$ cat src/rtl/pipe_stage_skid_pkg.sv
// Shared definitions for pipe_stage_skid: occupancy state encodings and the
// bubble constants parents use when assembling NOP_VAL.
package pipe_stage_skid_pkg;

  typedef enum logic [1:0] {
    PSS_EMPTY = 2'd0,
    PSS_ONE   = 2'd1,
    PSS_FULL  = 2'd2
  } pss_state_e;

  // Bubble building blocks: a no-op result-op code and an all-zero instruction.
  localparam logic [3:0]  PSS_RESOP_NOP = 4'd0;
  localparam logic [31:0] PSS_INSTR_NOP = 32'h0000_0000;

  function automatic logic [1:0] pss_level(input pss_state_e s);
    return logic'(s == PSS_FULL) ? 2'd2 : (s == PSS_ONE) ? 2'd1 : 2'd0;
  endfunction

endpackage

$ cat src/rtl/pipe_sat_cnt.sv
// Saturating event counter; cleared only by the asynchronous reset.
module pipe_sat_cnt #(
  parameter int CNT_W = 16
) (
  input  logic             clk,
  input  logic             rst_n,
  input  logic             inc_i,
  output logic [CNT_W-1:0] cnt_o
);

  logic [CNT_W-1:0] cnt_q, cnt_d;

  always_comb begin
    cnt_d = cnt_q;
    if (inc_i && !(&cnt_q)) cnt_d = cnt_q + CNT_W'(1);
  end

  always_ff @(posedge clk or negedge rst_n) begin
    if (!rst_n) cnt_q <= '0;
    else        cnt_q <= cnt_d;
  end

  assign cnt_o = cnt_q;

endmodule

$ cat src/rtl/pipe_stage_skid.sv
// Valid/ready pipeline stage register with a one-entry skid buffer and flush.
// Define PIPE_STAGE_STATS_EN to add saturating stall/flush counters.
module pipe_stage_skid
  import pipe_stage_skid_pkg::*;
#(
  parameter int                DATA_W  = 128,
  parameter logic [DATA_W-1:0] NOP_VAL = {DATA_W{1'b0}},
  parameter int                CNT_W   = 16
) (
  input  logic              clk,
  input  logic              rst_n,
  input  logic              flush_i,
  input  logic              up_valid_i,
  output logic              up_ready_o,
  input  logic [DATA_W-1:0] up_data_i,
  output logic              dn_valid_o,
  input  logic              dn_ready_i,
  output logic [DATA_W-1:0] dn_data_o,
  output logic [1:0]        level_o
`ifdef PIPE_STAGE_STATS_EN
  ,
  output logic [CNT_W-1:0]  stall_cnt_o,
  output logic [CNT_W-1:0]  flush_cnt_o
`endif
);

  pss_state_e        state_q, state_d;
  logic [DATA_W-1:0] main_q, main_d;
  logic [DATA_W-1:0] skid_q, skid_d;
  logic              up_xfer;

  // Ready depends only on registered state, so no downstream->upstream comb path.
  assign up_ready_o = (state_q != PSS_FULL);
  assign dn_valid_o = (state_q != PSS_EMPTY);
  assign dn_data_o  = main_q;
  assign level_o    = pss_level(state_q);
  assign up_xfer    = up_valid_i & up_ready_o;

  always_comb begin
    state_d = state_q;
    main_d  = main_q;
    skid_d  = skid_q;
    if (flush_i) begin
      state_d = PSS_EMPTY;
      main_d  = NOP_VAL;
      skid_d  = NOP_VAL;
    end else begin
      unique case (state_q)
        PSS_EMPTY: begin
          if (up_xfer) begin
            main_d  = up_data_i;
            state_d = PSS_ONE;
          end
        end
        PSS_ONE: begin
          if (up_xfer && dn_ready_i) begin
            main_d = up_data_i;
          end else if (up_xfer) begin
            // Downstream stalled: park the new beat behind the head.
            skid_d  = up_data_i;
            state_d = PSS_FULL;
          end else if (dn_ready_i) begin
            main_d  = NOP_VAL;
            state_d = PSS_EMPTY;
          end
        end
        PSS_FULL: begin
          if (dn_ready_i) begin
            main_d  = skid_q;
            skid_d  = NOP_VAL;
            state_d = PSS_ONE;
          end
        end
        default: begin
          state_d = PSS_EMPTY;
          main_d  = NOP_VAL;
          skid_d  = NOP_VAL;
        end
      endcase
    end
  end

  always_ff @(posedge clk or negedge rst_n) begin
    if (!rst_n) begin
      state_q <= PSS_EMPTY;
      main_q  <= NOP_VAL;
      skid_q  <= NOP_VAL;
    end else begin
      state_q <= state_d;
      main_q  <= main_d;
      skid_q  <= skid_d;
    end
  end

`ifdef PIPE_STAGE_STATS_EN
  pipe_sat_cnt #(.CNT_W(CNT_W)) u_stall_cnt (
    .clk   (clk),
    .rst_n (rst_n),
    .inc_i (dn_valid_o & ~dn_ready_i),
    .cnt_o (stall_cnt_o)
  );

  pipe_sat_cnt #(.CNT_W(CNT_W)) u_flush_cnt (
    .clk   (clk),
    .rst_n (rst_n),
    .inc_i (flush_i),
    .cnt_o (flush_cnt_o)
  );
`endif

endmodule
$ cat config.mk
export PLATFORM = sky130hd
export DESIGN_NAME = pipe_stage_skid
export DESIGN_NICKNAME = d
export VERILOG_FILES = /design/src/rtl/pipe_stage_skid_pkg.sv /design/src/rtl/pipe_sat_cnt.sv /design/src/rtl/pipe_stage_skid.sv
export SDC_FILE = /design/constraint.sdc
export NUM_CORES = 1
export LEC_CHECK = 0
export CAP_MARGIN = 10
export CORE_UTILIZATION = 53
export CTS_BUF_LIST = sky130_fd_sc_hd__clkbuf_2
export DETAILED_ROUTE_END_ITERATION = 10
export GPL_TIMING_DRIVEN = 0
export HOLD_SLACK_MARGIN = 0.05
export PLACE_DENSITY = 0.82
export SYNTH_ARGS = -nofsm -noshare
export SYNTH_HDL_FRONTEND = slang
export SYNTH_SLANG_ARGS = --single-unit
$ cat constraint.sdc
create_clock -name clk -period 2 [get_ports clk]
set_input_delay 0.3 -clock clk [delete_from_list [all_inputs] [get_ports clk]]
set_output_delay 0.3 -clock clk [all_outputs]
set_load 0.02 [all_outputs]
* After elaboration in Yosys (flattened, before gate mapping)
Index checks and enable logic that the tools add are counted.
** Word-level totals
- Bits in registers :: 258
- Input bits :: 133
- Output and inout port bits :: 132
- Word-level logic and storage cells :: 40
** Cells by class
- Eq/ne operators :: 11
- Muxes and demuxes :: 19
- Bitwise logic cells :: 1
- Reduce and logical (&&, ||, !) cells :: 6
** Operators by type and width (number)
- 2-to-1 mux 128 bit :: 8
- case mux 128 bit (3 select lines) :: 2
- 2-to-1 mux 2 bit :: 7
- inequality test 3 bit, second input constant :: 4
- AND reduction 4 bit :: 3
- inequality test 4 x 3 -> 1 bit, second input constant :: 2
- case mux 2 bit (3 select lines) :: 1
- inequality test 2 bit, second input constant :: 2
- inequality test 4 bit, second input constant :: 1
- equality test 2 x 1 -> 1 bit, second input constant :: 1
- equality test 2 bit, second input constant :: 1
- zero test 2 bit :: 1
- nonzero test 2 bit :: 1
- AND 1 bit :: 1
- logical AND 1 bit :: 1
- 2-to-1 mux 1 bit :: 1

* Logic depth before layout (Yosys ltp)
- Word-level depth :: 6
- Depth in mapped cells :: 6
- Gate-level depth less buffers :: 3

* Least setup slack after synthesis
OpenSTA, ideal clock, no wires.
- Path type :: flip-flop to flip-flop
- Start point :: reg state_q[1]
- End point :: reg main_q[47] (netlist: dn_data_o[47])
- Setup time :: 66 ps
- Arrival time :: 1563 ps
- Data required time :: 1934 ps
- Path slack :: 371 ps
- Stages on the path, launching flop included :: 7
- Buffers on the path :: 3
- Cells stage by stage :: dfrtp_1 > buf_2 > nor2b_1 > a22o_1 > buf_2 > buf_2 > a22o_1
** On the way
- Word-level cells in the longest chain between the ends :: 6
- Elaborated cells on any way between the ends :: 14
** RTL lines
- start: declaration :: line pipe_stage_skid.sv:27 : pss_state_e state_q, state_d;
- start signal: assignment :: line pipe_stage_skid.sv:89 : state_q <= state_d;
- inequality test 2 bit :: line pipe_stage_skid.sv:33 : assign up_ready_o = (state_q != PSS_FULL);
- AND 1 bit :: line pipe_stage_skid.sv:37 : assign up_xfer = up_valid_i & up_ready_o;
- logical AND 1 bit :: line pipe_stage_skid.sv:56 : if (up_xfer && dn_ready_i) begin
- 2-to-1 mux 128 bit :: line pipe_stage_skid.sv:56
- case mux 128 bit (3 select lines) :: line pipe_stage_skid.sv:48 : unique case (state_q)
- 2-to-1 mux 128 bit :: line pipe_stage_skid.sv:43 : if (flush_i) begin
- end signal: assignment :: line pipe_stage_skid.sv:90 : main_q <= main_d;
- end: declaration :: line pipe_stage_skid.sv:28 : logic [DATA_W-1:0] main_q, main_d;
Several ways; a longest one is shown, not always the timed one.
A chain may end at the register's enable or synchronous reset.

* Final worst setup path
- Start point :: reg state_q[1]
- End point :: out dn_valid_o
** On the way
- Word-level cells in the longest chain between the ends :: 1
** RTL lines
- nonzero test 2 bit :: line pipe_stage_skid.sv:34 : assign dn_valid_o = (state_q != PSS_EMPTY);
- end: declaration :: line pipe_stage_skid.sv:16 : output logic dn_valid_o,
Every way passes these cells.

==> run metrics <==
worst endpoint data arrival time 1.93 ns; initial antenna violation count 1; synthesized area 12700 sq um; nets 1672; drt first pass iters 5; Top Ports 265; syn_nets 1308; Final Hold Vio Count 0; outcome finished, violations left; crit share post-route 1.11; post-synthesis register bit count 258; most frequent cells in the layout dfrtp_1, clkdlybuf4s50_1, a22o_1; CORE AREA 23500 sq um; DR vias 11000; placed inst area 15800 sq um; final worst setup slack -0.230 ns; RePlAce Congestion 0.849; Die ar. 24700 sq um; RSZ-0062 raised after global routing yes; Final Non-Filler Cells 1902; die height 157 um; max incr delay on CP 0.41 ns; final max-slew violation count 0; Pleak 0.00755 uW; required time worst endpoint 1.70 ns; Worst Path Max Fanout 3; # rows 56; vias per inst 5.80; Netlist cell types 22; Root Buffer clkbuf_2; H-Tree Depth 3; sequential fraction of the synthesis area 0.506; fin crit period 2.23 ns; placed insts 1759; Worst Hold Class input port to flop; clk sinks 258; Post-Synthesis Cells 1175; TritonCTS buffer count 68; peak supply drop 375 uV; maximum clock rate 448 MHz; Tightest Pin Transition 0.795 ns; Fin Clk Skew 0.0552 ns; setup violation total in the final timing report 14; CTS tree yes; die width 157 um; first-pass GRT wire length 58200 um; most common cell after layout, fill and taps aside dfrtp_1; vias in the first global route 11100; synth warn 0; Clock Path Buffers 3; top cells by area, synth dfrtp_1, mux2i_1, a22o_1; Final Cell Area 16800 sq um; Starting DRT DRC Count 706; Worst-path clk slew 0.10 ns; total track usage 0.302; critical path class flop to primary output; slowest cell on the critical path dfrtp_1; Avg Inst Size Synth 10.9 sq um; CP endpoint kind primary output; Slew Limit Headroom 0.470; total negative slack -0.765 ns; Pwr Density 716 nW/um^2; pre-CTS WS -0.847 ns; violated checks setup timing; total grt overflow 0; DR WL/cell 19.6 um; post-route ant nets 0; largest net degree at the start of global routing 115; dpl hpwl 25400 um; crit path launch type flop; residual DRC count 0; crit path cell chain buf_6, buf_12, buf_12, or2_4, buf_6; P&R area growth vs syn 31.8%; Starting Density 0.542; Clock Latency Late Sink 0.80 ns; most area-hungry cell type in the Yosys netlist dfrtp_1; layout cells sized above 1 0.144; Total Wirelength 37200 um; IO Port Bufs 263; number of max-cap violations 0; Synth top area share 0.506
registers in the layout, summed over array words and instances (netlist names):
signal and flops:
dn_data_o 128, skid_q 128, state_q 2
area by class of cell:
cell class,count,area (sq um)
Tap cell,319,399
Sequential cell,258,6460
Clock buffer,95,475
Multi-Input combinational cell,659,5310
Inverter,129,484
Clock inverter,18,155
Antenna cell,1,2.50
Buffer,128,723
Timing Repair Buffer,295,2800
Fill cell,1833,6740
worst max-delay path, delay by kind of cell, from the launching register on:
kind                   cells  cell delay [ns]
flip-flops                 1             0.41
AND/OR/NAND/NOR            1             0.22
buffers and inverters      4             0.50
power by group:
| group | switching, uW | internal, uW |
|---|---|---|
| registers | 170 | 5500 |
| clock network | 2200 | 1660 |
| logic | 1460 | 1050 |
| total | 3830 | 8210 |
per-stage QoR:
stage	power, uW	utilization	hold slack, ns
2_1_floorplan	7010	-	0.00441
3_3_place_gp	8250	0.670	0.488
3_5_place_dp	8310	0.673	0.201
4_1_cts	12100	0.709	0.0502
5_1_grt	12600	0.714	0.0583
6_report	12000	0.714	0.112
routing by layer:
layer	GRT usage	vias up	part of all wire
met5	0	-	0
met4	0.129	0	0.034
met3	0.0708	75	0.067
met2	0.489	407	0.48
met1	0.389	5378	0.42
li1	-	5168	-
synth_stat cells:
cell / number
o31ai_1: 129
nor2b_1: 2
o21a_1: 1
o22a_1: 1
buf_2: 52
nand2b_1: 1
inv_1: 129
o2bb2ai_1: 128
or3b_2: 1
and3b_1: 2
o21ba_2: 1
nand3_1: 128
buf_1: 12
or2_2: 1
clkbuf_1: 65
nor2_1: 3
dfrtp_1: 258
nand2_1: 1
mux2i_1: 129
nand4bb_1: 1
a22o_1: 129
a21oi_1: 1
cell families (layout without fill, tap and decap cells):
kind of cell | count (synthesis) | in the layout | synth area share
buf+inv | 258 | 665 | 0.0811
mux | 129 | 129 | 0.101
simple gates | 140 | 140 | 0.0563
compound gates | 390 | 390 | 0.255
other cells | 0 | 1 | 0
flops | 258 | 258 | 0.506
final timing paths:
check	start	end	slack [ns]	cells past startpoint
max in group asynchronous	rst_n	dn_data_o[53]$_DFFE_PN0P_	0.30	5
min reg2reg	dn_data_o[118]$_DFFE_PN0P_	dn_data_o[118]$_DFFE_PN0P_	0.50	1
min in group asynchronous	rst_n	skid_q[109]$_DFFE_PN0P_	0.59	4
min	up_data_i[7]	skid_q[7]$_DFFE_PN0P_	0.11	3
max	state_q[1]$_DFFE_PN0P_	dn_valid_o	-0.23	5
max reg2reg	state_q[1]$_DFFE_PN0P_	dn_data_o[54]$_DFFE_PN0P_	-0.03	9
what timing repair did:
action / 4_1_cts / 5_1_grt
hold buffers: 12 / 0
buffers inserted: 12 / 6
pin swaps: 1 / 2
endpoints found under the hold margin: 153 / 0
setup endpoints to repair: 354 / 220
gates resized for setup: 210 / 57
gates cloned: 1 / 0
No activity file was read; power rests on OpenSTA's default activity.
